<file path="config.mk">
export PLATFORM = sky130hd
export DESIGN_NAME = scan_decoder
export DESIGN_NICKNAME = d
export VERILOG_FILES = /design/src/rtl/scan_decoder_pkg.sv /design/src/rtl/scan_decoder_prescaler.sv /design/src/rtl/scan_decoder.sv
export SDC_FILE = /design/constraint.sdc
export NUM_CORES = 1
export LEC_CHECK = 0
export CAP_MARGIN = 30
export CELL_PAD_IN_SITES_DETAIL_PLACEMENT = 0
export CELL_PAD_IN_SITES_GLOBAL_PLACEMENT = 1
export CORE_MARGIN = 5
export CORE_UTILIZATION = 30
export CTS_CLUSTER_SIZE = 8
export DETAILED_ROUTE_END_ITERATION = 16
export PLACE_DENSITY = 0.65
export SLEW_MARGIN = 20
export SYNTH_ARGS = -nofsm -noshare
export SYNTH_HDL_FRONTEND = slang
export SYNTH_SLANG_ARGS = --single-unit
</file>
<file path="constraint.sdc">
create_clock -name clk -period 1.7 [get_ports clk]
set_input_delay 0.34 -clock clk [delete_from_list [all_inputs] [get_ports clk]]
set_output_delay 0.34 -clock clk [all_outputs]
set_load 0.03 [all_outputs]
</file>
<file path="src/rtl/scan_decoder_pkg.sv">
// Shared types and helpers for the scan_decoder one-hot channel driver.
package scan_decoder_pkg;

  localparam int unsigned MAX_CH = 256;
  localparam int unsigned IDX_W  = 8;

  localparam logic MODE_DIRECT = 1'b0;
  localparam logic MODE_SCAN   = 1'b1;

  typedef enum logic [1:0] {
    IDLE   = 2'd0,
    DIRECT = 2'd1,
    SCAN   = 2'd2
  } state_e;

  // Wide one-hot; callers truncate to their channel count.
  function automatic logic [MAX_CH-1:0] onehot(input logic [IDX_W-1:0] idx);
    logic [MAX_CH-1:0] v;
    v      = '0;
    v[idx] = 1'b1;
    return v;
  endfunction

endpackage

</file>
<file path="src/rtl/scan_decoder_prescaler.sv">
// DIV-cycle tick generator with synchronous clear; tick_c is high on the last count.
module scan_decoder_prescaler #(
  parameter int unsigned DIV = 4
) (
  input  logic clk,
  input  logic rst,
  input  logic clear,
  input  logic en,
  output logic tick_c
);

  localparam int unsigned CW = (DIV > 1) ? $clog2(DIV) : 1;
  localparam logic [CW-1:0] LAST = CW'(DIV - 1);

  logic [CW-1:0] count;

  assign tick_c = (count == LAST);

  always_ff @(posedge clk) begin
    if (rst || clear) begin
      count <= '0;
    end else if (en) begin
      count <= tick_c ? '0 : count + CW'(1);
    end
  end

endmodule

</file>
<file path="src/rtl/scan_decoder.sv">
// Registered one-hot decoder with direct and autonomous scan modes.
// Build option: SCAN_DECODER_ACTIVE_LOW_EN drives Dout inverted for common-anode displays.
module scan_decoder
  import scan_decoder_pkg::*;
#(
  parameter int unsigned SEL_W  = 3,
  parameter int unsigned NUM_CH = 8,
  parameter int unsigned DIV    = 4
) (
  input  logic              clk,
  input  logic              rst,
  input  logic              enable,
  input  logic              mode,
  input  logic [SEL_W-1:0]  A,
  output logic [NUM_CH-1:0] Dout,
  output logic [SEL_W-1:0]  cur_sel,
  output logic              wrap
);

  localparam logic [SEL_W:0]   NUM_CH_X = (SEL_W + 1)'(NUM_CH);
  localparam logic [SEL_W-1:0] LAST_SEL = SEL_W'(NUM_CH - 1);

`ifdef SCAN_DECODER_ACTIVE_LOW_EN
  localparam logic [NUM_CH-1:0] DOUT_POL = '1;
`else
  localparam logic [NUM_CH-1:0] DOUT_POL = '0;
`endif

  state_e              state_q;
  state_e              state_n;
  logic [NUM_CH-1:0]   dout_n;
  logic [SEL_W-1:0]    sel_n;
  logic                wrap_n;
  logic                a_ok;
  logic                pre_clr;
  logic                pre_en;
  logic                tick_c;

  scan_decoder_prescaler #(
    .DIV (DIV)
  ) u_prescaler (
    .clk    (clk),
    .rst    (rst),
    .clear  (pre_clr),
    .en     (pre_en),
    .tick_c (tick_c)
  );

  // Next state and next registered outputs; dout_n is active-high here.
  always_comb begin
    state_n = IDLE;
    dout_n  = '0;
    sel_n   = cur_sel;
    wrap_n  = 1'b0;
    pre_clr = 1'b1;
    pre_en  = 1'b0;
    a_ok    = ({1'b0, A} < NUM_CH_X);

    if (enable) begin
      state_n = (mode == MODE_DIRECT) ? DIRECT : SCAN;
    end

    case (state_n)
      DIRECT: begin
        if (a_ok) begin
          sel_n  = A;
          dout_n = NUM_CH'(onehot(IDX_W'(A)));
        end
      end
      SCAN: begin
        if (state_q != SCAN) begin
          sel_n = a_ok ? A : '0;
        end else begin
          pre_clr = 1'b0;
          pre_en  = 1'b1;
          if (tick_c) begin
            if (cur_sel == LAST_SEL) begin
              sel_n  = '0;
              wrap_n = 1'b1;
            end else begin
              sel_n = cur_sel + SEL_W'(1);
            end
          end
        end
        dout_n = NUM_CH'(onehot(IDX_W'(sel_n)));
      end
      default: begin
      end
    endcase
  end

  always_ff @(posedge clk) begin
    if (rst) begin
      state_q <= IDLE;
      Dout    <= DOUT_POL;
      cur_sel <= '0;
      wrap    <= 1'b0;
    end else begin
      state_q <= state_n;
      Dout    <= dout_n ^ DOUT_POL;
      cur_sel <= sel_n;
      wrap    <= wrap_n;
    end
  end

endmodule

</file>
== Word-level counts from Yosys, hierarchy flattened ==
Cells that the tools add are included.

* Eq/ne operators: 5
* Bitwise operators: 2
* Muxes and demuxes: 18
* Reduce and logical (&&, ||, !) cells: 5
* $add $sub $neg: 2
* Order comparisons: 4

{| class="wikitable"
|+ Operators by type and width
! kind !! number
|-
| < comparator 3 x 9 -> 1 bit, second input constant || 2
|-
| case mux 8 bit (2 select lines) || 1
|-
| two-way mux 3 bit || 4
|-
| two-way mux 1 bit || 7
|-
| demux 1 bit (select 3 bit) || 2
|-
| greater-or-equal comparator 3 x 1 -> 1 bit, second input constant || 2
|-
| two-way mux 2 bit || 3
|-
| case mux 3 bit (2 select lines) || 1
|-
| == test 2 bit, second input constant || 2
|-
| OR reduction 4 bit || 1
|-
| adder 3 x 1 -> 3 bit, second input constant || 1
|-
| == test 3 bit, second input constant || 1
|-
| adder 2 x 1 -> 2 bit, second input constant || 1
|-
| == test 2 x 1 -> 1 bit, second input constant || 1
|-
| logical AND 1 bit || 2
|-
| != test 2 bit, second input constant || 1
|-
| NOT 1 bit || 2
|-
| nonzero test 2 bit || 1
|-
| logical OR 1 bit || 1
|}

* Output and inout port bits: 12
* Flip-flop bits (word level): 16
* Logic and storage cells: 41
* Bits of input ports: 7

== Longest topological paths before layout ==
* Depth after elaboration: 10
* Mapped depth: 6
* Depth with buffers taken out: 6

== Modules after synthesis ==
From an unflattened synthesis, not the netlist that was laid out.

* Cell total of the unflattened synthesis: 82
* Area total of the unflattened synthesis: 770.7 µm²

{| class="wikitable"
|+ Modules (own cells, without submodules)
! module !! seq. area each (µm²) !! cells each !! area each (µm²) !! times used
|-
| scan_decoder || 280.3 || 74 || 675.6 || 1
|-
| scan_decoder_prescaler || 40.0 || 8 || 95.1 || 1
|}

== Worst setup path after synthesis ==
OpenSTA, ideal clock, no wires.

* Path type: reg2reg
* From: register cur_sel[0]
* To: register cur_sel[2]
* Data required time: 1.612 ns
* Arrival: 1.731 ns
* Cell stages (with the launch flop): 7
* Slack: -0.119 ns
* Library setup time: 0.088 ns
* Clock period less this slack: 1.819 ns
* Cell sequence: dfxtp_1 ha_1 ha_1 nand2_1 and3_1 or3b_1 a311oi_2

* Word-level cells in the longest chain between the ends: 6

{| class="wikitable"
|+ RTL lines
! item !! line !! text
|-
| start: declaration || scan_decoder.sv:16 || <nowiki>output logic [SEL_W-1:0] cur_sel,</nowiki>
|-
| start signal: assignment || scan_decoder.sv:101 || <nowiki>cur_sel <= sel_n;</nowiki>
|-
| adder 3 x 1 -> 3 bit or == test 3 bit (tied branches) || scan_decoder.sv:81, scan_decoder.sv:77 ||
|-
| two-way mux 3 bit * || scan_decoder.sv:77 || <nowiki>if (cur_sel == LAST_SEL) begin</nowiki>
|-
| two-way mux 3 bit * || scan_decoder.sv:76 || <nowiki>if (tick_c) begin</nowiki>
|-
| two-way mux 3 bit * || scan_decoder.sv:71 || <nowiki>if (state_q != SCAN) begin</nowiki>
|-
| two-way mux 3 bit * || scan_decoder.sv:63 || <nowiki>case (state_n)</nowiki>
|-
| case mux 3 bit (2 select lines) * || scan_decoder.sv:63 ||
|}

Mark *: on every way between the ends. The rest lies on a longest branch, timed or not. The select of a mux whose other input is x is not followed.
A chain may end at the register's enable or synchronous reset.

== Final worst setup path ==
Same ends and word-level chain as after synthesis.

==> results.md <==
* CTS tree: built
* Crit path arrival time at 1.86 ns
* Critical Path Start Type: flip-flop
* Post-detailed-placement half-perimeter wirelength at 1480 um
* Outcome: completed
* Synth Area per Inst at 9.30 um2
* Final Power at 0.000774 W
* Number of port buffers at 18
* Post-route insts no fill at 149
* Commonest cells after routing, fill and taps aside: clkdlybuf4s50_1 (15), buf_4 (14), dfxtp_1 (13)
* Detailed Routing Iterations Pass 1 at 4
* Period utilisation layout at 97.1%
* Yosys synthesis warning count at 0
* Synth-to-Final Area Change at 49.2%
* Clk slew on worst S/H paths at 0.09 ns
* Pin count of the biggest net entering global routing at 10
* Dominant combinational cell family by area after synthesis: simple AND/OR/NAND/NOR gates
* Share of total power in combinational logic at 22.4%
* Clock insertion delay at the later pin of the skew report at 0.28 ns
* Total GRT Usage at 10.4%
* Global-route congestion overflow total at 0
* Post-synthesis mux area share at 5.66%
* Worst hold slack across all endpoints at 0.442 ns
* Setup clock skew after layout at 0.00471 ns
* Routed length per instance at 13.3 um
* Post-synthesis xor/xnor area fraction at 0%
* Drt drc at 0
* Detailed router's first-iteration violation count at 19
* Worst slack at placement at 0.0115 ns
* Number of antenna repair diodes at 0
* Worst vdd rail ir drop at 0.298 mV
* Power Internal at 0.000559 W
* Total number of clock tree sinks at 16
* Final Slew Violations at 0
* Setup Buffers After CTS at 0
* Final period demand of the worst path at 1.65 ns
* Number of global-route vias before repair at 750
* Register bit total from synthesis at 16
* Leakage power at 0.482 nW
* Fmax at 606 MHz
* I/O pins at 19
* GP Congestion at 0.803
* Final hold violation count at 0
* Cts bufs inserted at 3
* Cell types occupying the most area after synthesis: dfxtp_1 (39%), ha_1 (6.1%), nand3_1 (4.3%), o32ai_1 (4.3%), nand2b_1 (3.1%)
* Number of max-cap violations at 0
* Die Span Y at 62.2 um
* # placed instances at 145
* Share of post-route cells with drive strength above 1 at 32.2%
* Worst min-delay path class: reg2reg
* Total length of routed wires at 1980 um
* Fraction of power consumed by the clock network at 26.7%
* RSZ-0062 raised after global routing: yes
* Synthesized net count at 99
* Maximum fanout count along the critical path at 2
* Cell Area, Synth at 818 um2
* Number of unique standard cell types used by synthesis at 35
* Fillers at 263
* Data required time at the worst endpoint at 1.91 ns
* Chip Width at 62.2 um
* Switch Pwr at 0.000215 W
* CTS Buffer Depth at 2
* Final setup violation count at 0
* Residual antenna-violating net count after detailed routing at 0
* Setup TNS at 0 ns
* Clock root cell: clkbuf_4
* H-Tree Depth at 1
* Sequential-to-total area share from yosys stat at 39.1%
* Slew at the pin closest to its max-slew limit at 0.324 ns
* Compound-cell area share of the yosys netlist at 15.4%
* Critical Path Sink Type: flip-flop
* Total power per unit cell area at 634 nW/um2
* Number of antenna violations at the first check in global routing at 0
* Share of Yosys cell area claimed by the top area cell type at 39.1%
* Site row count at 19
* Count of vias placed by the detailed router at 763
* Initial cell density of the core at 30.5%
* Largest area contributor in the netlist: dfxtp_1
* Most common cell after layout, fill and taps aside: clkdlybuf4s50_1
* Vias per cell at 5.12
* First-pass GRT wire length at 3260 um
* Max-Slew Margin vs Limit at 78.3%
* Simple logic cell fraction of the synthesized area at 28.9%
* Setup WS post-layout at 0.0501 ns
* Relative contribution of sequential cells to total power at 50.9%
* Floorplan die area at 3870 um2
* Post-Synth Adder-Cell Area at 6.12%
* Crit Path Class: reg2reg
* Fraction of power spent switching nets at 27.8%
* Nets@finish at 130
* Mapped Cells at 88
* Core region area at 2690 um2
==> final timing paths <==
check | slack, ns | end | startpoint | cells past startpoint
hold / removal | 0.44 | u_prescaler.count[0]$_SDFFE_PP0P_ | u_prescaler.count[0]$_SDFFE_PP0P_ | 1
setup reg to reg | 0.05 | cur_sel[2]$_SDFFE_PP0P_ | cur_sel[0]$_SDFFE_PP0P_ | 6
hold reg to reg | 0.44 | u_prescaler.count[0]$_SDFFE_PP0P_ | u_prescaler.count[0]$_SDFFE_PP0P_ | 1
setup / recovery | 0.05 | cur_sel[2]$_SDFFE_PP0P_ | cur_sel[0]$_SDFFE_PP0P_ | 6
==> through the flow <==
step	util, %	area [um2]
final	45.5	1220
after global routing	45.5	1220
after CTS	43.5	1170
after detailed placement	41.6	1120
after global placement	41.6	1120
after floorplan	-	826
==> power by group through the flow <==
stage               Sequential [W]  Combinational [W]  Clock (W)
floorplan                 0.000418          0.0000741          0
global placement          0.000400           0.000164          0
detailed placement        0.000400           0.000164          0
CTS                       0.000394           0.000166   0.000216
global route              0.000396           0.000189   0.000229
finish                    0.000394           0.000174   0.000207
==> cells in the mapped netlist (all sizes together) <==
library cell  number
ha                 4
mux2i              2
nand2b             4
o41ai              2
and2               3
buf                2
o21ai              1
nor3b              2
nor2b              2
inv                2
or3                1
o31ai              2
nor2               6
nand2              7
nand3              7
o211ai             1
clkbuf             4
nor3               1
dfxtp             16
or3b               2
nand3b             1
nand4              2
or2                1
a311oi             1
o211a              1
o32ai              4
mux2               2
and3               3
a211oi             1
a31oi              1
==> kinds of logic (layout without fill, tap and decap cells) <==
family                     after synthesis  count (layout)
AOI/OAI and AO/OA                       14              14
adders and majority gates                4               4
buffers and inverters                    8              38
DFF                                     16              16
muxes                                    4               4
and+or+nand+nor                         42              42
==> final cells by class <==
class / instances / area (um2) / area share (%)
flip-flops and latches: 16 / 327 / 26.7
inverters: 2 / 7.51 / 0.615
repair buffers: 32 / 282 / 23.1
multi-input cells: 64 / 541 / 44.3
well taps: 31 / 38.8 / 3.18
clock buffers: 4 / 26.3 / 2.15
==> sequential cells by signal, indices dropped and copies added (netlist names) <==
signal and count:
wrap 1, cur_sel 3, u_prescaler.count 2, Dout 8
state_q 2
==> critical path: stages (launching register included) <==
cell,delay [ns]
dfxtp_4,0.36
ha_4,0.17
ha_4,0.25
nand2_1,0.04
and3_4,0.18
or3b_4,0.39
a311oi_2,0.19
==> layer usage <==
metal	GRT usage, %	vias to the layer above	share of wire (%)
li1	-	385	-
met1	12.7	358	46
met2	16.1	16	48
met3	2.52	4	4.5
met4	6.50	0	1.8
met5	0	-	0
==> repair_timing <==
| action | CTS | global route |
|---|---|---|
| pin swaps | 2 | 1 |
| setup endpoints to repair | 4 | 9 |
| hold buffers | 0 | 0 |
| resized for setup | 6 | 10 |
| endpoints found under the hold margin | 0 | 0 |
(Power assumes the default switching activity.)
==> patch (same flow settings) <==
`NUM_CH`: 8 -> 4.
--- a/src/rtl/scan_decoder.sv
+++ b/src/rtl/scan_decoder.sv
@@ -5,5 +5,5 @@
 #(
   parameter int unsigned SEL_W  = 3,
-  parameter int unsigned NUM_CH = 8,
+  parameter int unsigned NUM_CH = 4,
   parameter int unsigned DIV    = 4
 ) (
Ports: changed (resized Dout); port bits go from 19 to 15. The function was not compared with the original's and may differ.
==> patch against the unedited design <==
- wire length shrank 32%
- register-to-register slack improved by 0.17 ns
- non-clock buffer count is 13 lower
- total power down 20%
- cell area fell by 34%
- synthesized area shrank 31%
- setup slack gained 0.015 ns
- core utilization increased by 0.43 points
- sequential cell count fell by 4
- global-route usage rose by 1.3 points
==> patch: results (changes against the unedited design) <==
Mapped Nets -> 70 (-29%)
Initial antenna violation count -> 0 (unchanged)
Synth top cells by count -> dfxtp_1 (12), nand2b_1 (7), nand2_1 (6), a21oi_1 (3), nor2b_1 (3)
First-pass DRT Iterations -> 3 (-1)
CP max stage delay -> 0.67 ns (+0.28 ns)
CP max stage cell -> clkdlybuf4s50_1
Via Count -> 528 (-31%)
R2R depth -> 5 (-1)
Skew final -> 0.01565 ns (+0.01093 ns)
Root Driver -> clkbuf_4
Critical Path Source -> cur_sel[2]
Tmin final -> 1.635 ns (-0.01521 ns)
Hold depth -> 1 (unchanged)
Sequential fraction of the synthesis area -> 42.38% (+3.2 points)
Share of layout cells above drive strength 1 -> 14.29% (-18 points)
Placed Cells -> 105 (-28%)
Distinct cell type count after synthesis -> 29 (-17%)
Largest delay share family, worst path -> buffers and inverters
Hpwl dp -> 1066 µm (-28%)
Mapped Cells -> 61 (-31%)
Placer Congestion -> 0.7864 (-2.0%)
R2R Setup Slk -> 0.22 ns (+0.17 ns)
Outcome -> finished clean
Area after DPL -> 775.7 µm² (-31%)
Worst flop-to-flop path startpoint -> u_prescaler.count[0]
DP Worst Slack -> 0.01025 ns (-0.001218 ns)
Post-synth top area share -> 42.38% (+3.2 points)
Top Registers -> Dout (4), cur_sel (3)
FF-to-FF End -> Dout[0]
WL/cell -> 12.34 µm (-6.9%)
Clk buf depth -> 2 (unchanged)
CTS HTree Levels -> 1 (unchanged)
Asr flop ratio synth -> 0% (unchanged)
Nets -> 94 (-28%)
CP Capture Point -> cur_sel[2]
DR iter-0 viols -> 7 (-12)
Critical Path Fanout Max -> 2 (unchanged)
Fin Hold WS -> 0.4297 ns (-0.01276 ns)
GRT Resource Usage Total -> 11.67% (+1.3 points)
WP data arrival -> 1.29 ns (-0.57 ns)
Area contributors post-synth -> dfxtp_1 (42%), nand2b_1 (7.7%), ha_1 (4.4%)
Buffers on Ports -> 14 (-4)
Synth Warn # -> 0 (unchanged)
Final WL -> 1345 µm (-32%)
First-pass GRT wire length -> 2325 µm (-29%)
Pin count of the biggest net entering global routing -> 8 (-2)
Relative slew slack -> 78.70% (+0.40 points)
CTS resizes -> 2 (-4)
Filler Cells Inserted -> 185 (-30%)
Worst VDD drop -> 0.2931 mV (-1.6%)
Pleak -> 0.3256 nW (-32%)
patch: layout make-up:
type / instances / area (µm²) / share of cell area (%)
clock buffer: 4 / 36.28 / 4.482
tap: 25 / 31.28 / 3.864
multi-input combinational: 47 / 319.1 / 39.41
sequential: 12 / 240.2 / 29.68
timing repair buffer: 19 / 175.2 / 21.64
inverter: 2 / 7.507 / 0.9274
patch: logic make-up (layout without fill, tap and decap cells):
group	count (synthesis)	after routing	share of synthesized area, %
simple gates	28	28	28.04
compound gates	17	17	23.84
buf+inv	2	25	1.325
fa+ha+maj	2	2	4.414
flops	12	12	42.38
patch: layer usage:
| metal | global-route usage [%] | part of all wire, % |
|---|---|---|
| met5 | 0 | 0 |
| met4 | 7.660 | 2.7 |
| met3 | 5.070 | 7.7 |
| met2 | 16.94 | 45 |
| met1 | 13.67 | 44 |
patch: power breakdown:
part	internal (mW)	leakage (nW)	switching [mW]
clock network	0.130	0.0210	0.106
logic	0.0420	0.207	0.0451
registers	0.288	0.0975	0.00477
total	0.461	0.326	0.156
